**config.mk**
```make
export PLATFORM = sky130hd
export DESIGN_NAME = fu_wb_arbiter
export DESIGN_NICKNAME = d
export VERILOG_FILES = /design/src/rtl/fu_wb_arbiter.sv
export SDC_FILE = /design/constraint.sdc
export NUM_CORES = 1
export LEC_CHECK = 0
export BUFFER_PORTS_ARGS = -buffer_cell sky130_fd_sc_hd__buf_2
export CAP_MARGIN = 30
export CORE_AREA = 2 2 190 192
export DETAILED_ROUTE_END_ITERATION = 8
export DIE_AREA = 0 0 192 194
export REMOVE_ABC_BUFFERS = 1
export SETUP_SLACK_MARGIN = 0.4
export SLEW_MARGIN = 10
export SYNTH_ARGS = -nofsm -noshare
export SYNTH_HDL_FRONTEND = slang
export SYNTH_SLANG_ARGS = --single-unit
```
**constraint.sdc**
```tcl
create_clock -name clock -period 4.3 [get_ports clock]
set_input_delay 0.43 -clock clock [delete_from_list [all_inputs] [get_ports clock]]
set_output_delay 0.43 -clock clock [all_outputs]
set_load 0.03 [all_outputs]
```
**src/rtl/fu_wb_arbiter.sv**
```systemverilog
// fu_wb_arbiter: collects ALU and MUL/DIV results into one registered
// writeback port. ALU results pass through a small FIFO that absorbs
// writeback backpressure. MUL/DIV results are handed straight to the output
// register when granted. Two-way round-robin arbitration.
module fu_wb_arbiter #(
  parameter int DATA_WIDTH     = 64,
  parameter int PREG_IDX_WIDTH = 6,
  parameter int ROB_IDX_WIDTH  = 7,
  parameter int ALU_FIFO_DEPTH = 4
) (
  input  logic                      clock,
  input  logic                      reset_n,
  input  logic                      flush,
  input  logic                      alu_valid,
  output logic                      alu_ready,
  input  logic [DATA_WIDTH-1:0]     alu_result,
  input  logic [PREG_IDX_WIDTH-1:0] alu_prd,
  input  logic [ROB_IDX_WIDTH-1:0]  alu_robid,
  input  logic                      alu_need_wb,
  input  logic                      md_valid,
  output logic                      md_ready,
  input  logic [DATA_WIDTH-1:0]     md_result,
  input  logic [PREG_IDX_WIDTH-1:0] md_prd,
  input  logic [ROB_IDX_WIDTH-1:0]  md_robid,
  input  logic                      md_need_wb,
  output logic                      wb_valid,
  input  logic                      wb_ready,
  output logic [DATA_WIDTH-1:0]     wb_result,
  output logic [PREG_IDX_WIDTH-1:0] wb_prd,
  output logic [ROB_IDX_WIDTH-1:0]  wb_robid,
  output logic                      wb_need_wb,
  output logic                      wb_src
);

  localparam int PTR_W = $clog2(ALU_FIFO_DEPTH);
  localparam int CNT_W = PTR_W + 1;
  localparam logic [CNT_W-1:0] DEPTH_CNT = CNT_W'(ALU_FIFO_DEPTH);

  // Source encoding shared by last_grant and wb_src.
  localparam logic [0:0] SRC_ALU = 1'b0;
  localparam logic [0:0] SRC_MD  = 1'b1;

  typedef struct packed {
    logic [DATA_WIDTH-1:0]     result;
    logic [PREG_IDX_WIDTH-1:0] prd;
    logic [ROB_IDX_WIDTH-1:0]  robid;
    logic                      need_wb;
  } entry_t;

  entry_t             fifo_mem [ALU_FIFO_DEPTH];
  entry_t             alu_entry;
  entry_t             head_entry;
  logic [PTR_W-1:0]   wr_ptr_reg;
  logic [PTR_W-1:0]   rd_ptr_reg;
  logic [CNT_W-1:0]   count_reg;
  logic [CNT_W-1:0]   count_next;
  logic [0:0]         last_grant_reg;
  logic               wb_valid_reg;
  entry_t             wb_entry_reg;
  logic               wb_src_reg;

  logic push;
  logic load_en;
  logic cand_alu;
  logic cand_md;
  logic grant_alu;
  logic grant_md;

  assign alu_entry  = '{result: alu_result, prd: alu_prd, robid: alu_robid, need_wb: alu_need_wb};
  assign head_entry = fifo_mem[rd_ptr_reg];

  // Full-FIFO stall ignores a same-cycle pop so alu_ready stays register-timed.
  assign alu_ready = (count_reg < DEPTH_CNT) && !flush;
  assign push      = alu_valid && alu_ready;
  assign load_en   = (!wb_valid_reg || wb_ready) && !flush;
  assign cand_alu  = (count_reg != '0);
  assign cand_md   = md_valid;

  // Round-robin: on contention the source that did not win last time goes.
  always_comb begin
    grant_alu = 1'b0;
    grant_md  = 1'b0;
    if (load_en) begin
      if (cand_alu && cand_md) begin
        grant_alu = (last_grant_reg == SRC_MD);
        grant_md  = (last_grant_reg == SRC_ALU);
      end else begin
        grant_alu = cand_alu;
        grant_md  = cand_md;
      end
    end
  end

  assign md_ready = grant_md;

  // Occupancy: push and pop in the same cycle cancel out.
  always_comb begin
    count_next = count_reg;
    case ({push, grant_alu})
      2'b10:   count_next = count_reg + 1'b1;
      2'b01:   count_next = count_reg - 1'b1;
      default: count_next = count_reg;
    endcase
  end

  // Per-entry payload storage; contents of empty slots are never read.
  generate
    for (genvar gi = 0; gi < ALU_FIFO_DEPTH; gi++) begin : g_fifo_entry
      always_ff @(posedge clock) begin
        if (push && (wr_ptr_reg == PTR_W'(gi))) begin
          fifo_mem[gi] <= alu_entry;
        end
      end
    end
  endgenerate

  // FIFO pointers and occupancy; flush empties the buffer.
  always_ff @(posedge clock or negedge reset_n) begin
    if (!reset_n) begin
      wr_ptr_reg <= '0;
      rd_ptr_reg <= '0;
      count_reg  <= '0;
    end else if (flush) begin
      wr_ptr_reg <= '0;
      rd_ptr_reg <= '0;
      count_reg  <= '0;
    end else begin
      if (push) begin
        wr_ptr_reg <= wr_ptr_reg + 1'b1;
      end
      if (grant_alu) begin
        rd_ptr_reg <= rd_ptr_reg + 1'b1;
      end
      count_reg <= count_next;
    end
  end

  // Writeback output register and arbitration history.
  always_ff @(posedge clock or negedge reset_n) begin
    if (!reset_n) begin
      wb_valid_reg   <= 1'b0;
      wb_entry_reg   <= '0;
      wb_src_reg     <= 1'b0;
      last_grant_reg <= SRC_MD;
    end else if (flush) begin
      wb_valid_reg <= 1'b0;
    end else if (grant_alu) begin
      wb_valid_reg   <= 1'b1;
      wb_entry_reg   <= head_entry;
      wb_src_reg     <= SRC_ALU;
      last_grant_reg <= SRC_ALU;
    end else if (grant_md) begin
      wb_valid_reg   <= 1'b1;
      wb_entry_reg   <= '{result: md_result, prd: md_prd, robid: md_robid, need_wb: md_need_wb};
      wb_src_reg     <= SRC_MD;
      last_grant_reg <= SRC_MD;
    end else if (load_en) begin
      wb_valid_reg <= 1'b0;
    end
  end

  assign wb_valid   = wb_valid_reg;
  assign wb_result  = wb_entry_reg.result;
  assign wb_prd     = wb_entry_reg.prd;
  assign wb_robid   = wb_entry_reg.robid;
  assign wb_need_wb = wb_entry_reg.need_wb;
  assign wb_src     = wb_src_reg;

endmodule

```
==> flow_summary.yaml, run 1 <==
layout:
  registers.top_by_ff_count: "fifo_mem"
  drive_gt1_frac: 0.397
  fin_nets: 1158
  layout-area-overhead-vs-synth_pct: 20.7
  number_of_flip_flops_in_the_largest_register: 312
setup_path:
  worstSetupEndpointType: "output port"
  critical_path.max_fanout: 17
  critical-path-slowest-cell: "or3_1"
  req_time_crit_path_ns: 3.87
  critical_path_class: "reg2out"
  timing.critical_path.cells: "or3_1 > a21oi_4 > buf_2"
  critical_path.max_stage_delay_ns: 0.56
  worst_setup_path_start_kind: "register"
  cp.arrival_ns: 2.29
drt:
  routed_wl_um: 31000
  drc: 0
  route.detailed.vias_per_inst: 5.26
  detailedRoute.firstPassIterationCount: 5
  drtIter0Drc: 563
  route.antenna.remaining_nets: 0
  post_drt_wl_per_cell_um: 20.8
  detailroute.via_count: 7850
sta:
  final_hold_viol_count: 0
  slew_headroom: 0.393
  worst-slew-pin-transition_ns: 0.911
  finClkSkew_ns: 0.00945
  timing.final.crit_period_ns: 2.72
  max_freq_mhz: 368
  grt_setup_unrepaired: "false"
  fin_tns_setup_ns: 0
  setup-violations-final: 0
  timing.final.crit_share: 0.632
  timing.final.ws_setup_ns: 1.58
  finalMaxSlewViolations: 0
worst_hold_path:
  holdCritPathClass: "in2reg"
floorplan:
  design.core.area_um2: 35200
  design.portCount: 244
  floorplan.rows: 69
  initial_core_util: 0.433
  chipHeight_um: 194
  chipWidth_um: 192
  fp.dieArea_um2: 37200
pwr:
  seq_power_share: 0.425
  design_power_total_mw: 11.8
  power_density_nw_per_um2: 640
  clock_power_share: 0.304
  intPower_mw: 8.28
  power.switching_mw: 3.50
  power.share.combinational: 0.271
  static-leakage-power_nw: 6.65
  vdd_drop_max_mv: 0.492
  power.switching_fraction: 0.297
logic_synthesis:
  ys_types: 33
  syn_area_per_cell_um2: 20.8
  synth_seq_area_share: 0.759
  mappedNetlistArea_um2: 15200
  netlist_instances: 734
  asyncSetResetFlopFracSynth: 0.220
  synth_seq_cells: 400
  synth-main-ff-cell: "edfxtp_1"
  synth_edf_count: 312
  yosysWarningCount: 0
clock_network:
  cts-buffers-inserted: 42
  setup_buffers_after_cts: 0
  clkSlewWorstSetupHoldPaths_ns: 0.06
  tritoncts: "built"
  clock-root-buffer: "clkbuf_16"
  h-tree-depth: 2
  cts_num_sinks: 400
  clock_tree.buffer_depth: 3
  clock_latency_ns: 0.52
place:
  finalWeightedCongestion: 0.728
  port_buffers: 243
  dp_slack_ns: 1.72
  hpwl_um: 18500
global_routing:
  grt_first_pass_wirelength_um: 48000
  grt_pass1_vias: 8246
  groute.usage.overall: 0.168
  pin_count_of_the_biggest_net_entering_global_routing: 80
  grt_antenna_before_repair: 8
  grt_overflow_total: 0
status:
  status: "finished clean"
flow_run:
  maxCapViolCount: 0
## placed cells by master, fill, tap and decap left out, drive strengths merged, types with 4 or more instances in the layout
cell,synthesis,layout
a21oi,5,5
clkinv,0,9
a221o,78,78
clkbuf,10,65
o21ai,4,4
nor2b,79,79
nor2,6,6
mux4,78,78
and2,5,5
diode,0,5
edfxtp,312,312
inv,4,4
ha,4,4
dfrtp,87,87
buf,35,257
## synth_stat cells, types with 2 or more instances
cell	n	share of area
edfxtp_1	312	0.61
buf_2	22	0.0072
nor2_1	6	0.0015
a31oi_1	2	0.00082
xnor2_1	3	0.0017
o21ai_0	3	0.00099
buf_6	2	0.0015
inv_1	4	0.00099
clkbuf_1	10	0.0025
nand3_1	3	0.00099
and2_1	5	0.0021
buf_4	11	0.0054
nand2b_1	2	0.00082
mux2i_1	2	0.0013
mux4_2	78	0.12
a21oi_1	4	0.0013
ha_1	4	0.0033
nor2b_1	79	0.032
nand2_1	3	0.00074
dfrtp_1	87	0.14
a221o_1	78	0.051
or3_1	3	0.0012
## worst max-delay path: cells and delay by family, from the launching register on
kind	cells	cell delay, ns
buffers and inverters	1	0.30
AND/OR/NAND/NOR	1	0.56
flip-flops	1	0.43
AO/OA/AOI/OAI	1	0.49
## kinds of logic after synthesis
group           after synthesis  synth area share
simple gates                105            0.0429
xor+xnor                      3           0.00172
fa+ha+maj                     5           0.00460
flops                       400             0.759
mux                          80             0.117
buf+inv                      49            0.0176
compound gates               92            0.0571
## final timing paths
path / slack (ns) / cells after the start / start / end
max in group asynchronous: 2.80 / 3 / reset_n / wb_result[42]
min in group asynchronous: 0.48 / 2 / reset_n / wb_result[6]
setup reg to reg: 1.86 / 3 / count_reg[2] / fifo_mem[1][9]
setup / recovery: 1.58 / 3 / count_reg[1] / md_ready
hold / removal: 0.12 / 1 / alu_result[57] / fifo_mem[3][71]
hold reg to reg: 0.48 / 1 / wb_src / wb_src
## stage by stage
stage | instance area (um2) | cells | hold WS, ns | util
after floorplan | 15000 | 689 | 0.134 | -
after detailed placement | 17000 | 1407 | 0.475 | 0.482
after global placement | 17000 | 1407 | 0.478 | 0.482
final | 18400 | 1491 | 0.124 | 0.522
after global routing | 18400 | 1489 | 0.0997 | 0.522
after CTS | 18400 | 1486 | 0.0907 | 0.522
## cell type report
| cell class | count | area [um2] |
|---|---|---|
| antenna | 5 | 12.5 |
| clock buffer | 65 | 1250 |
| clock inverter | 13 | 140 |
| fill | 2857 | 16800 |
| inverter | 4 | 15.0 |
| multi-input combinational | 285 | 3420 |
| sequential | 400 | 11600 |
| tap | 461 | 577 |
| timing repair buffer | 258 | 1400 |
## power by group through the flow
stage                     Combinational [mW]  Clock, mW  Sequential [mW]
after floorplan                         1.47          0             5.94
after global placement                  3.23          0             5.06
after detailed placement                3.27          0             5.06
after CTS                               3.27       3.69             5.00
after global routing                    3.46       3.84             5.06
final                                   3.19       3.58             5.00
## repair_timing
item	CTS	global route
endpoints found under the hold margin	48	0
hold buffers	1	0
resized for setup	0	0
## per-layer routing
| layer | part of all wire | global-route usage | vias to the layer above | routed length (um) |
|---|---|---|---|---|
| met3 | 0.054 | 0.0362 | 53 | 1680 |
| met1 | 0.46 | 0.244 | 4013 | 14300 |
| met4 | 0.020 | 0.0430 | 6 | 619 |
| li1 | - | - | 3556 | - |
| met2 | 0.46 | 0.261 | 222 | 14400 |
| met5 | 0.0012 | 0 | - | 38 |
Power figures use the tool's default switching activity.
==> run 2, diff against run 1 <==
clock period = 2.59 ns   (was 4.3 ns; I/O delays follow)
==> run 2 against run 1 <==
Sequential share of layout area decreased by 5.5 points. Routed wire length is 5.0% higher. Critical path depth is 1 higher. Critical endpoint unchanged.
==> flow_summary.yaml, run 2 (synthesized netlist as in run 1, its figures left out) <==
clock_network:
  clock_latency_ns: 0.53
  cts_num_sinks: 400
  h-tree-depth: 2
  tritoncts: "built"
  clock_tree.buffer_depth: 3
  clkSlewWorstSetupHoldPaths_ns: 0.06
  cts-buffers-inserted: 42
  clock-root-buffer: "clkbuf_16"
setup_path:
  critical-path-slowest-cell: "dfrtp_2"
  rrSetupSlack_ns: 0.49
  r2r.worst_path.cells: 7
  timing.critical_path.cells: "or3_4 > buf_6 > a21oi_4 > buf_6"
  worstSetupEndpointType: "output port"
  critical_path_class: "reg2out"
  critical_path.max_fanout: 4
  top_family_by_delay_on_critical_path: "flip-flops"
  req_time_crit_path_ns: 2.33
  cp.arrival_ns: 1.87
  rr_startpoint: "count_reg[1]"
  timing.critical_path.buf_inv: 2
  critical_path.max_stage_delay_ns: 0.42
  worst_setup_path_start_kind: "register"
  cp_common_cell: "buf_6"
  crit-reg2reg-capture: "count_reg[1]"
drt:
  detailedRoute.firstPassIterationCount: 5
  drc: 0
  detailroute.via_count: 8590
  route.antenna.remaining_nets: 0
  route.detailed.vias_per_inst: 5.18
  post_drt_wl_per_cell_um: 19.7
  drtIter0Drc: 484
  routed_wl_um: 32600
sta:
  timing.final.crit_share: 0.821
  finalMaxSlewViolations: 0
  worst-slew-pin-transition_ns: 0.595
  setup-violations-final: 0
  fin_tns_setup_ns: 0
  hold-worst-slack_ns: 0.0548
  finClkSkew_ns: 0.0172
  slew_headroom: 0.603
  max_freq_mhz: 470
  final_hold_viol_count: 0
  grt_setup_unrepaired: "false"
  timing.final.crit_period_ns: 2.13
pwr:
  power_density_nw_per_um2: 987
  clock_power_share: 0.294
  power.share.combinational: 0.288
  intPower_mw: 14.0
  seq_power_share: 0.418
  power.switching_mw: 5.93
  static-leakage-power_nw: 7.38
  vdd_drop_max_mv: 0.730
  power.switching_fraction: 0.298
  design_power_total_mw: 19.9
layout:
  most_frequent_standard_cell_in_the_layout_excluding_fill_and_tap_cells: "edfxtp_1"
  layout.cells.most_common_list: "edfxtp_1, buf_2, dlygate4sd3_1"
  drive_gt1_frac: 0.354
  number_of_flip_flops_in_the_largest_register: 312
  layout-area-overhead-vs-synth_pct: 32.4
  n_fill_cell: 2691
  registers.top_by_ff_count: "fifo_mem"
  final_cell_area_um2: 20200
  fin_nets: 1327
  final_core_util: 0.573
place:
  finalWeightedCongestion: 0.700
  place_area_um2: 17200
  port_buffers: 243
  hpwl_um: 18800
worst_hold_path:
  worstHoldPathCells: 3
  holdCritPathClass: "in2reg"
  worst_hold_startpoint: "md_valid"
  hold-path-endpoint: "last_grant_reg"
global_routing:
  grt_pass1_vias: 9113
  grt_antenna_before_repair: 5
  use_met3: 0.0366
  grt_first_pass_wirelength_um: 51200
  grt_overflow_total: 0
  pin_count_of_the_biggest_net_entering_global_routing: 85
  grt_busiest_layer: "met2"
  groute.usage.overall: 0.176
  globalRouteMet2Util: 0.276
  groute.layer.met1.usage: 0.255
flow_run:
  maxCapViolCount: 0
floorplan:
  initial_core_util: 0.433
  floorplan.rows: 69
  chipHeight_um: 194
  fp.dieArea_um2: 37200
  design.portCount: 244
  design.core.area_um2: 35200
  chipWidth_um: 192
status:
  status: "finished clean"
[run 2: timing repair]
action / in CTS / in global routing
endpoints found under the hold margin: 429 / 0
gates resized for setup: 3 / 3
endpoints found under the setup margin: 1 / 2
hold buffers: 157 / 0
pin swaps: 1 / 1
setup buffers: 1 / 3
[run 2: power by group through the flow]
stage                     Sequential, mW  Combinational (mW)  Clock (mW)
after global placement              8.41                5.50           0
after detailed placement            8.42                5.55           0
after floorplan                     9.84                2.37           0
after global routing                8.42                6.16        6.27
final                               8.32                5.73        5.86
after CTS                           8.32                5.77        6.02
[run 2: worst max path at each step]
stage	from	end	slack (ns)	cells after the start
finish	count_reg[1]	md_ready	0.46	4
global placement	count_reg[1]	count_reg[1]	0.50	7
floorplan	rd_ptr_reg[0]	wb_need_wb	-1.70	3
detailed placement	count_reg[1]	count_reg[1]	0.48	7
global route	count_reg[0]	count_reg[1]	0.40	7
CTS	count_reg[1]	md_ready	0.41	4
[run 2: cell type report]
type	instances	area (um2)	share of cell area
flip-flops and latches	400	11600	0.574
multi-input cells	285	3430	0.170
repair buffers	427	3200	0.159
clock buffers	65	1220	0.0604
well taps	461	577	0.0286
clock inverters	10	134	0.00664
inverters	4	15.0	0.000744
diodes	5	12.5	0.000620
[run 2: stage by stage]
stage                     std cells  setup slack [ns]
after detailed placement       1416             0.481
after CTS                      1649             0.405
after global routing           1654             0.403
after global placement         1416             0.499
final                          1657             0.464
after floorplan                 689             -1.70
[run 2: worst reg2reg max path, delay by kind of cell, from the launching register on]
kind | cells | cell delay, ns
flip-flops | 1 | 0.42
adder cells (fa/ha/maj) | 1 | 0.53
AND/OR/NAND/NOR | 4 | 0.87
AO/OA/AOI/OAI | 2 | 0.18
[run 2: metal layers]
| metal | up-vias | part of all wire |
|---|---|---|
| met5 | - | 0 |
| met4 | 0 | 0.020 |
| met3 | 55 | 0.057 |
| met2 | 242 | 0.46 |
| met1 | 4399 | 0.46 |
| li1 | 3894 | - |
